`src/rtl/cordic_act_pkg.sv`:
```
// -----------------------------------------------------------------------------
// cordic_act_pkg
//   Shared definitions for the CORDIC activation back end (tanh = sinh/cosh).
//   - state_t    : controller states IDLE / DIV / DONE
//   - FRAC_W     : fraction bits of the Q1.FRAC_W tanh result (only 15 works)
//   - DIV_ITERS  : quotient bits produced by the sequential divider
//   - SAT_POS / SAT_NEG : saturated results +32767 / -32767
//   - abs17()    : magnitude of a 17-bit two's complement value, returned as
//                  17-bit unsigned so that -65536 maps to 65536
// -----------------------------------------------------------------------------
package cordic_act_pkg;

  typedef enum logic [1:0] {
    IDLE = 2'd0,
    DIV  = 2'd1,
    DONE = 2'd2
  } state_t;

  localparam int FRAC_W    = 15;
  localparam int DIV_ITERS = 16;

  localparam logic [15:0] SAT_POS = 16'h7FFF;
  localparam logic [15:0] SAT_NEG = 16'h8001;

  function automatic logic [16:0] abs17(input logic [16:0] v);
    return v[16] ? (~v + 17'd1) : v;
  endfunction

endpackage

```
`src/rtl/cordic_seq_divider.sv`:
```
// -----------------------------------------------------------------------------
// cordic_seq_divider
//   Restoring shift/subtract divider computing the 16 low quotient bits of
//   (dividend << 15) / divisor, MSB first, one bit per clock.
//   The first bit is resolved on the start edge itself, straight from the
//   input operands, so the final bit lands on the 16th edge counting the
//   start edge; done pulses for one cycle right after that edge.
//   The caller guarantees the true quotient fits in 16 bits whenever the
//   result is used (it saturates separately when dividend >= divisor).
//
// Ports
//   clk, rst_n  : clock, asynchronous active-low reset
//   start       : load operands and resolve the first quotient bit
//   dividend    : 17-bit unsigned numerator magnitude (before << 15)
//   divisor     : 17-bit divisor, positive
//   busy        : iterations still outstanding
//   done        : one-cycle pulse, quotient is final
//   quotient    : 16-bit quotient, held until the next start
// -----------------------------------------------------------------------------
module cordic_seq_divider (
  input  logic        clk,
  input  logic        rst_n,
  input  logic        start,
  input  logic [16:0] dividend,
  input  logic [16:0] divisor,
  output logic        busy,
  output logic        done,
  output logic [15:0] quotient
);
  import cordic_act_pkg::*;

  localparam logic [3:0] LAST_CNT = 4'(DIV_ITERS - 1);

  logic [17:0] rem_reg;
  logic [15:0] bits_reg;
  logic [16:0] dsr_reg;
  logic [15:0] quo_reg;
  logic [3:0]  cnt_reg;
  logic        busy_reg;
  logic        done_reg;

  logic [17:0] rem_in;
  logic [15:0] bits_in;
  logic [16:0] dsr_in;
  logic [17:0] trial;
  logic [17:0] diff;
  logic        take;
  logic [17:0] rem_step;
  logic [15:0] bits_step;
  logic [15:0] quo_step;

  // One restoring step. On start the partial remainder is seeded with the
  // upper 16 bits of (dividend << 15), i.e. dividend >> 1, and the one
  // remaining non-zero numerator bit (dividend[0]) is queued to shift in first.
  always_comb begin
    rem_in    = start ? {2'b00, dividend[16:1]} : rem_reg;
    bits_in   = start ? {dividend[0], 15'd0} : bits_reg;
    dsr_in    = start ? divisor : dsr_reg;
    trial     = {rem_in[16:0], bits_in[15]};
    // a set overflow bit means the shifted remainder exceeds any 17-bit divisor
    take      = rem_in[17] | (trial >= {1'b0, dsr_in});
    diff      = trial - {1'b0, dsr_in};
    rem_step  = take ? diff : trial;
    bits_step = {bits_in[14:0], 1'b0};
    quo_step  = start ? {15'd0, take} : {quo_reg[14:0], take};
  end

  always_ff @(posedge clk or negedge rst_n) begin
    if (!rst_n) begin
      rem_reg  <= '0;
      bits_reg <= '0;
      dsr_reg  <= '0;
      quo_reg  <= '0;
      cnt_reg  <= '0;
      busy_reg <= 1'b0;
      done_reg <= 1'b0;
    end else begin
      done_reg <= 1'b0;
      if (start || busy_reg) begin
        rem_reg  <= rem_step;
        bits_reg <= bits_step;
        dsr_reg  <= dsr_in;
        quo_reg  <= quo_step;
      end
      if (start) begin
        cnt_reg  <= 4'd1;
        busy_reg <= 1'b1;
      end else if (busy_reg) begin
        cnt_reg <= cnt_reg + 4'd1;
        if (cnt_reg == LAST_CNT) begin
          busy_reg <= 1'b0;
          done_reg <= 1'b1;
        end
      end
    end
  end

  assign busy     = busy_reg;
  assign done     = done_reg;
  assign quotient = quo_reg;

endmodule

```
`src/rtl/cordic_tanh_div.sv`:
```
// -----------------------------------------------------------------------------
// cordic_tanh_div
//   Turns a hyperbolic CORDIC output pair (xin = cosh term, yin = sinh term)
//   into tanh = yin / xin in signed Q1.15, via a 16-cycle sequential divide.
//   Results are saturated to +/-32767 (0x8000 is never produced) and
//   truncated toward zero. A non-positive xin flags div_err and returns a
//   saturated value signed like yin.
//
//   Timing (acceptance edge counted as edge 1):
//     xin > 0  : out_valid from edge 17
//     xin <= 0 : out_valid from edge 2
//   The result is held in DONE until out_ready; in_ready returns the cycle
//   after the result is consumed.
//
// Ports
//   clk, rst_n          : clock, asynchronous active-low reset
//   in_valid / in_ready : input handshake (in_ready only in IDLE)
//   xin, yin            : signed 17-bit cosh / sinh terms
//   out_valid/out_ready : output handshake
//   tanh_out            : signed Q1.15 result
//   div_err             : xin <= 0, result saturated
//   sig_out             : unsigned Q0.16 sigmoid (1+tanh)/2, only when
//                         TANH_SIGMOID_EN is defined
//
// Build option
//   TANH_SIGMOID_EN : adds the sig_out port and its register.
// -----------------------------------------------------------------------------
module cordic_tanh_div #(
  parameter int FRAC_W = 15
) (
  input  logic              clk,
  input  logic              rst_n,
  input  logic              in_valid,
  output logic              in_ready,
  input  logic [16:0]       xin,
  input  logic [16:0]       yin,
  output logic              out_valid,
  input  logic              out_ready,
  output logic [FRAC_W:0]   tanh_out,
  output logic              div_err
`ifdef TANH_SIGMOID_EN
  ,
  output logic [FRAC_W:0]   sig_out
`endif
);
  import cordic_act_pkg::*;

  localparam logic [FRAC_W:0] ONE      = (FRAC_W + 1)'(1);
  localparam logic [FRAC_W:0] SIGN_BIT = {1'b1, {FRAC_W{1'b0}}};

  state_t state_reg, state_next;

  logic            rst_done_reg;
  logic            neg_reg;
  logic            err_pend_reg;
  logic            sat_reg;
  logic [FRAC_W:0] tanh_reg;
  logic            div_err_reg;
`ifdef TANH_SIGMOID_EN
  logic [FRAC_W:0] sig_reg;
`endif

  logic            accept;
  logic            x_bad;
  logic            y_neg;
  logic [16:0]     y_mag;
  logic            start;
  logic            finish;
  logic            div_busy;
  logic            div_done;
  logic [15:0]     quotient;
  logic [FRAC_W:0] q_sat;
  logic [FRAC_W:0] result;

  assign x_bad     = xin[16] | (xin == 17'd0);
  assign y_neg     = yin[16];
  assign y_mag     = abs17(yin);
  // in_ready stays low through reset and rises on the first edge after it
  assign in_ready  = (state_reg == IDLE) && rst_done_reg;
  assign accept    = in_valid && in_ready;
  assign start     = accept && !x_bad;
  assign out_valid = (state_reg == DONE);

  cordic_seq_divider u_div (
    .clk      (clk),
    .rst_n    (rst_n),
    .start    (start),
    .dividend (y_mag),
    .divisor  (xin),
    .busy     (div_busy),
    .done     (div_done),
    .quotient (quotient)
  );

  // ---------------------------------------------------------------------------
  // Controller
  // ---------------------------------------------------------------------------
  always_ff @(posedge clk or negedge rst_n) begin
    if (!rst_n) begin
      state_reg <= IDLE;
    end else begin
      state_reg <= state_next;
    end
  end

  always_comb begin
    state_next = state_reg;
    case (state_reg)
      IDLE: begin
        if (accept) state_next = DIV;
      end
      DIV: begin
        // an invalid divisor skips the divide and completes one edge later
        if (err_pend_reg || (div_done && !div_busy)) state_next = DONE;
      end
      DONE: begin
        if (out_ready) state_next = IDLE;
      end
      default: state_next = IDLE;
    endcase
  end

  assign finish = (state_reg == DIV) && (state_next == DONE);

  // ---------------------------------------------------------------------------
  // Result formation: saturate magnitude, then apply sign. Magnitude is at
  // most 32767, so negation stays within [-32767, 0].
  // ---------------------------------------------------------------------------
  always_comb begin
    q_sat = (sat_reg || quotient[15]) ? SAT_POS : quotient;
    if (err_pend_reg) begin
      result = neg_reg ? SAT_NEG : SAT_POS;
    end else if (neg_reg) begin
      result = ~q_sat + ONE;
    end else begin
      result = q_sat;
    end
  end

  always_ff @(posedge clk or negedge rst_n) begin
    if (!rst_n) begin
      rst_done_reg <= 1'b0;
      neg_reg      <= 1'b0;
      err_pend_reg <= 1'b0;
      sat_reg      <= 1'b0;
      tanh_reg     <= '0;
      div_err_reg  <= 1'b0;
`ifdef TANH_SIGMOID_EN
      sig_reg      <= '0;
`endif
    end else begin
      rst_done_reg <= 1'b1;
      if (accept) begin
        neg_reg      <= y_neg;
        err_pend_reg <= x_bad;
        // |yin| >= xin means |quotient| >= 1.0, which is out of Q1.15 range
        sat_reg      <= !x_bad && (y_mag >= xin);
      end
      if (finish) begin
        tanh_reg    <= result;
        div_err_reg <= err_pend_reg;
`ifdef TANH_SIGMOID_EN
        // adding 0x8000 mod 2^16 is a flip of the top bit
        sig_reg     <= result ^ SIGN_BIT;
`endif
      end
    end
  end

  assign tanh_out = tanh_reg;
  assign div_err  = div_err_reg;
`ifdef TANH_SIGMOID_EN
  assign sig_out  = sig_reg;
`endif

endmodule

```
`config.mk`:
```
export PLATFORM = sky130hd
export DESIGN_NAME = cordic_tanh_div
export DESIGN_NICKNAME = d
export VERILOG_FILES = /design/src/rtl/cordic_act_pkg.sv /design/src/rtl/cordic_seq_divider.sv /design/src/rtl/cordic_tanh_div.sv
export SDC_FILE = /design/constraint.sdc
export NUM_CORES = 1
export LEC_CHECK = 0
export BUFFER_PORTS_ARGS = -buffer_cell sky130_fd_sc_hd__buf_4
export CORE_MARGIN = 2
export CORE_UTILIZATION = 50
export CTS_CLUSTER_DIAMETER = 80
export DETAILED_ROUTE_END_ITERATION = 7
export GPL_TIMING_DRIVEN = 1
export PLACE_DENSITY = 0.69
export RECOVER_POWER = 25
export SYNTH_ARGS = -nofsm -noshare
export SYNTH_HDL_FRONTEND = slang
export SYNTH_HIERARCHICAL = 1
export SYNTH_SLANG_ARGS = --single-unit
```
`constraint.sdc`:
```
create_clock -name clk -period 6.49 [get_ports clk]
set_clock_uncertainty 0.1 [all_clocks]
set_input_delay 0.3245 -clock clk [delete_from_list [all_inputs] [get_ports clk]]
set_output_delay 0.3245 -clock clk [all_outputs]
set_load 0.01 [all_outputs]
```
==> metrics.md, run 1 <==
| Metric | Value |
|---|---|
| Tightest Pin Transition | `4.27 ns` |
| Core area | `10900 µm²` |
| Fin. Hold Viols | `0` |
| Grt peak-use layer | `met1` |
| Clk buf depth | `2` |
| Slew Viols, Final | `81` |
| Avg Vias per Cell | `5.72` |
| Critical path class | `reg -> reg` |
| Synthesized instance count | `613` |
| Synth cell types | `66` |
| Final net count | `731` |
| Final core occ | `0.580` |
| Rel. slew slack | `-1.84` |
| Leak pwr | `2.95 nW` |
| Psw | `1.59 mW` |
| Die X | `110 µm` |
| Post-cts resize count | `0` |
| Max reg flops | `18` |
| Switching share of power | `0.449` |
| Die height | `110 µm` |
| Startpoint types | `flip-flop` |
| Post-route cell area | `6320 µm²` |
| Unrepaired setup endpoints after global routing | `false` |
| Synth Register Bits | `80` |
| Total grt overflow | `0` |
| Routability Congestion | `0.921` |
| Ys async rst share | `1.00` |
| Share of layout cells above drive strength 1 | `0.200` |
| Inserted Diodes | `0` |
| CTS root buf | `clkbuf_8` |
| Met3 GRT Util | `0.0488` |
| PortBufs | `56` |
| Die area | `12100 µm²` |
| Vias in the first global route | `4390` |
| Clk_lat worst skew | `0.36 ns` |
| Area post-placement | `6120 µm²` |
| Combinational share of power | `0.623` |
| Internal Power | `1.95 mW` |
| Initial antenna violation count | `1` |
| GRT Util Overall | `0.234` |
| Starting density of the core | `0.516` |
| Number of warnings issued by yosys | `6` |
| Vias | `4576` |
| Rows | `38` |
| ANT nets after route | `0` |
| Clk slew on worst S/H paths | `0.09 ns` |
| Final setup vio count | `0` |
| Achievable Freq | `0.197 GHz` |
| Initial drt markers | `334` |
| Worst Setup End Kind | `flip-flop` |
| Synth Flop Type | `dfrtp_1` |
| Routed WL | `13400 µm` |
| Data arrival, critical path | `5.26 ns` |
| DR DRC count | `0` |
| HPWL after DPL | `10100 µm` |
| Seq/Total Area, Yosys | `0.356` |
| Clk pwr share | `0.108` |
| Peak supply drop | `0.268 mV` |
| Fin crit share | `0.783` |
| Post-layout min period | `5.08 ns` |
| CTS Hold Buffers Added | `0` |
| Worst hold path type | `in -> reg` |
| Required time at the worst-slack endpoint | `6.67 ns` |
| First-pass GRT wire length | `21800 µm` |
| GRT met1 Usage | `0.359` |
| First-pass DRT Iterations | `5` |
| Post-Syn Nets | `689` |
| Pin count of the biggest net entering global routing | `81` |
| Failing checks | `max-capacitance violations, max-slew violations` |
| Post-synth EDFFs | `0` |
| Avg Cell Area, Syn | `9.16 µm²` |
| Met2 usage | `0.330` |
| TNS Setup | `0 ns` |
| Outcome | `complete, but fails checks` |
| Htree depth | `3` |
| MaxCap Viol Count | `1` |
| Syn Std Cell Area | `5620 µm²` |
| Seq pwr share | `0.269` |
| CTS buffer count | `9` |
| CTS tree | `done` |
| Crit path max fanout | `27` |
| I/O Pins | `57` |
| Area delta synth->final | `12.5%` |
| Drt wl/cell | `16.7 µm` |
| PD cells | `561 nW/µm²` |
| CTS sink count | `80` |
| Post-CTS Setup Bufs | `0` |
## kinds of logic after synthesis
family          after synthesis  synth area share
compound gates              144             0.165
xor+xnor                     34            0.0530
fa+ha+maj                    38            0.0860
buf+inv                      72            0.0506
flops                        80             0.356
mux                          67             0.128
other cells                   1          0.000668
simple gates                177             0.160
## final cells by class
type / count / area [µm²]
fill: 952 / 4570
timing repair buffer: 59 / 439
multi-input combinational: 461 / 3330
sequential: 80 / 2000
inverter: 44 / 165
clock buffer: 9 / 124
tap: 140 / 175
clock inverter: 7 / 80.1
## Yosys cell counts (3+ instances only)
library cell | n | area (µm²)
a21boi_0 | 3 | 22.5
a21o_1 | 7 | 52.6
a21oi_1 | 41 | 205
a21oi_2 | 3 | 26.3
a31oi_1 | 6 | 37.5
a41oi_1 | 3 | 26.3
and2_1 | 4 | 25.0
and3_1 | 4 | 25.0
buf_1 | 4 | 15.0
clkbuf_1 | 20 | 75.1
dfrtp_1 | 80 | 2000
ha_1 | 37 | 463
inv_1 | 43 | 161
mux2_2 | 36 | 405
mux2i_1 | 30 | 300
nand2_1 | 47 | 176
nand2b_1 | 9 | 56.3
nand3_1 | 5 | 25.0
nand4_1 | 9 | 56.3
nor2_1 | 56 | 210
nor3_1 | 11 | 55.1
nor3b_1 | 3 | 22.5
nor4_1 | 9 | 56.3
o21a_1 | 3 | 22.5
o21ai_0 | 41 | 205
o21bai_1 | 3 | 22.5
o22ai_1 | 4 | 25.0
o31ai_1 | 7 | 52.6
or3_1 | 4 | 25.0
or4_4 | 3 | 33.8
xnor2_1 | 27 | 236
xor2_1 | 7 | 61.3
## metal layers
metal | vias to the layer above | share of wire | wire length [µm]
met5 | - | 0.00097 | 13
met4 | 2 | 0.010 | 138
met3 | 13 | 0.057 | 769
met2 | 107 | 0.40 | 5410
met1 | 2191 | 0.53 | 7050
li1 | 2263 | - | -
## path summary, 6_finish.rpt
check / start / to / slack (ns) / cells after the start
setup / recovery: state_reg[1]$_DFF_PN0_ / u_div/rem_reg[0]$_DFFE_PN0P_ / 1.41 / 14
hold / removal: out_ready / state_reg[1]$_DFF_PN0_ / 0.05 / 2
setup reg to reg: state_reg[1]$_DFF_PN0_ / u_div/rem_reg[0]$_DFFE_PN0P_ / 1.41 / 14
hold reg to reg: tanh_out[10]$_DFFE_PN0P_ / tanh_out[10]$_DFFE_PN0P_ / 0.39 / 2
max in group asynchronous: rst_n / u_div/rem_reg[12]$_DFFE_PN0P_ / 2.54 / 1
min in group asynchronous: rst_n / u_div/dsr_reg[11]$_DFFE_PN0P_ / 1.35 / 1
## worst max-delay path, cell delays in order, from the launching register on
cell and delay [ns]:
dfrtp_1 0.43, nor3b_1 0.38, and2_1 0.29, and3_2 0.65, buf_4 0.39, nand2_1 0.17, ha_1 0.24, fa_1 0.45
nor2b_4 0.15, o2111ai_1 0.19, a21oi_2 0.24, nor3_4 0.08, a21oi_4 0.68, mux2_2 0.41, o21ai_0 0.13
## power by group through the flow
stage	Combinational (mW)	Sequential (mW)	Clock (mW)
6_report	2.21	0.953	0.382
5_1_grt	2.44	0.990	0.417
4_1_cts	2.20	0.950	0.388
3_5_place_dp	2.19	0.961	0
3_3_place_gp	2.14	0.948	0
2_1_floorplan	1.75	0.898	0
## cells in the final DEF, fill, tap and decap left out, types with 3 or more instances in the layout
cell type  synthesis  final
a21boi_0           3      3
a21o_1             7      7
a21oi_1           41     41
a21oi_2            3      3
a31oi_1            6      6
a41oi_1            3      3
and2_1             4      4
and3_1             4      3
buf_4              1     58
clkbuf_8           0      9
dfrtp_1           80     80
ha_1              37     37
inv_1             43     43
mux2_2            36     36
mux2i_1           30     30
nand2_1           47     47
nand2b_1           9      9
nand3_1            5      5
nand4_1            9      9
nor2_1            56     56
nor3_1            11     11
nor3b_1            3      3
nor4_1             9      9
o21a_1             3      3
o21ai_0           41     41
o21bai_1           3      3
o22ai_1            4      4
o31ai_1            7      7
or3_1              4      4
or4_4              3      3
xnor2_1           27     27
xor2_1             7      7
## stage by stage
step / power [mW] / setup WS, ns / hold WS [ns] / std cells
detailed placement: 3.15 / 1.49 / 0.372 / 784
finish: 3.54 / 1.41 / 0.0495 / 800
CTS: 3.53 / 1.45 / 0.0470 / 800
floorplan: 2.65 / 1.91 / -0.0711 / 613
global placement: 3.09 / 1.55 / 0.364 / 784
global route: 3.85 / 1.08 / 0.0428 / 800
(Power assumes the default switching activity.)
==> run 2: changes to the inputs <==
Clock period 6.49 ns to 4.9 ns, I/O delays scaled along.
==> metrics.md, run 2 (synthesis gave the netlist of run 1 again) <==
| Metric | Value |
|---|---|
| Pin count of the biggest net entering global routing | `81` |
| Area post-placement | `6140 µm²` |
| Max stage delay cell, worst path | `a21oi_4` |
| Starting density of the core | `0.516` |
| HPWL after DPL | `10300 µm` |
| Avg Vias per Cell | `5.80` |
| Unrepaired setup endpoints after global routing | `false` |
| Outcome | `complete, but fails checks` |
| Fin. Hold Viols | `0` |
| GRT Util Overall | `0.238` |
| MaxCap Viol Count | `1` |
| Die area | `12100 µm²` |
| Htree depth | `3` |
| Total grt overflow | `0` |
| I/O Pins | `57` |
| Most frequent cells in the layout | `dfrtp_1 (80), nor2_1 (56), nand2_1 (47)` |
| Initial drt markers | `354` |
| Worst Setup End Kind | `flip-flop` |
| Vias in the first global route | `4332` |
| Post-CTS Setup Bufs | `0` |
| Tightest Pin Transition | `1.98 ns` |
| Inserted Diodes | `0` |
| Crit path max fanout | `58` |
| Die height | `110 µm` |
| TNS Setup | `0 ns` |
| Startpoint types | `flip-flop` |
| Rows | `38` |
| Worst hold path type | `in -> reg` |
| Fill count | `969` |
| CTS tree | `done` |
| Fin crit share | `0.935` |
| Rel. slew slack | `-0.321` |
| ANT nets after route | `0` |
| Failing checks | `max-capacitance violations, max-slew violations` |
| First-pass GRT wire length | `22000 µm` |
| Achievable Freq | `0.218 GHz` |
| Critical path class | `reg -> reg` |
| Post-layout min period | `4.58 ns` |
| Final net count | `734` |
| Worst path cell trace | `nor3b_1 > and2_1 > and3_2 > buf_12 > mux2_2 > ha_1 > and3_1 > nand4_1 > a21oi_2 > nor3_4 > a21oi_4 > buf_4 > mux2i_1 > a21oi_1` |
| Routed WL | `13600 µm` |
| Commonest non-fill, non-tap cell in the layout | `dfrtp_1` |
| Clk buf depth | `2` |
| PortBufs | `56` |
| Clk_lat worst skew | `0.36 ns` |
| Peak supply drop | `0.359 mV` |
| Leak pwr | `2.90 nW` |
| HP Start | `xin[11]` |
| CTS buffer count | `9` |
| Final setup vio count | `0` |
| Worst reg2reg startpoint | `state_reg[1]$_DFF_PN0_` |
| Data arrival, critical path | `4.69 ns` |
| Worst path bufs/invs | `2` |
| Clk slew on worst S/H paths | `0.08 ns` |
| PD cells | `743 nW/µm²` |
| Drt wl/cell | `17.0 µm` |
| CTS sink count | `80` |
| Max reg flops | `18` |
| Initial antenna violation count | `0` |
| Required time at the worst-slack endpoint | `5.01 ns` |
| CP top delay family | `simple AND/OR/NAND/NOR gates` |
| First-pass DRT Iterations | `7` |
| Slew Viols, Final | `81` |
| Routability Congestion | `0.914` |
| Share of layout cells above drive strength 1 | `0.173` |
| Post-route cell area | `6290 µm²` |
| Critical path's largest stage delay | `0.55 ns` |
| Worst Setup SP | `state_reg[1]$_DFF_PN0_` |
| Core area | `10900 µm²` |
| Vias | `4659` |
| Area delta synth->final | `12.0%` |
| Die X | `110 µm` |
| CTS root buf | `clkbuf_8` |
| DR DRC count | `0` |
## run 2: cell count changes in the layout (fill, tap and decap cells not counted)
cell | before | now
inv_8 | 1 | 0
clkbuf_8 | 9 | 10
buf_4 | 58 | 40
clkbuf_2 | 0 | 1
buf_12 | 0 | 1
dlygate4sd3_1 | 0 | 2
clkinv_2 | 1 | 0
clkbuf_1 | 1 | 19
## run 2: final timing paths
path / to / slack, ns / depth (start not counted)
setup / recovery: u_div/rem_reg[5]$_DFFE_PN0P_ / 0.32 / 14
min in group asynchronous: u_div/rem_reg[9]$_DFFE_PN0P_ / 0.89 / 2
hold reg to reg: u_div/rem_reg[0]$_DFFE_PN0P_ / 0.38 / 2
setup reg to reg: u_div/rem_reg[5]$_DFFE_PN0P_ / 0.32 / 14
hold / removal: u_div/dsr_reg[11]$_DFFE_PN0P_ / 0.06 / 2
max in group asynchronous: u_div/rem_reg[16]$_DFFE_PN0P_ / 2.66 / 2
## run 2: stage by stage
stage	utilization	std cells	worst slack (ns)	power (mW)	hold WS [ns]
floorplan	-	613	0.324	3.51	-0.151
global placement	0.564	785	0.250	4.10	0.341
detailed placement	0.564	785	0.126	4.21	0.342
CTS	0.584	803	0.348	4.72	0.0432
global route	0.578	803	0.0239	5.09	0.0462
finish	0.578	803	0.321	4.68	0.0637
## run 2: per-layer routing
layer | track usage | part of all wire | routed length, µm | up-vias
met5 | 0 | 0 | 0 | -
met4 | 0.0696 | 0.011 | 146 | 0
met3 | 0.0370 | 0.066 | 904 | 15
met2 | 0.340 | 0.42 | 5710 | 163
met1 | 0.368 | 0.50 | 6860 | 2212
li1 | - | - | - | 2269
## run 2: power breakdown
group          total [mW]  internal, mW  leakage, nW  switching [mW]
combinational        2.92          1.31         1.84            1.61
sequential           1.25         0.993        0.957           0.258
clock               0.501         0.253        0.100           0.248
## run 2: cell type report
class	count	area, µm²	share of cell area
Inverter	44	165	0.0262
Clock inverter	5	63.8	0.0101
Sequential cell	80	2000	0.318
Tap cell	140	175	0.0278
Multi-Input combinational cell	461	3330	0.530
Timing Repair Buffer	62	413	0.0656
Clock buffer	11	141	0.0225
## run 2: timing repair
action | 4_1_cts | 5_1_grt
hold buffers | 2 | 0
gates resized for setup | 0 | 0
endpoints found under the hold margin | 70 | 0
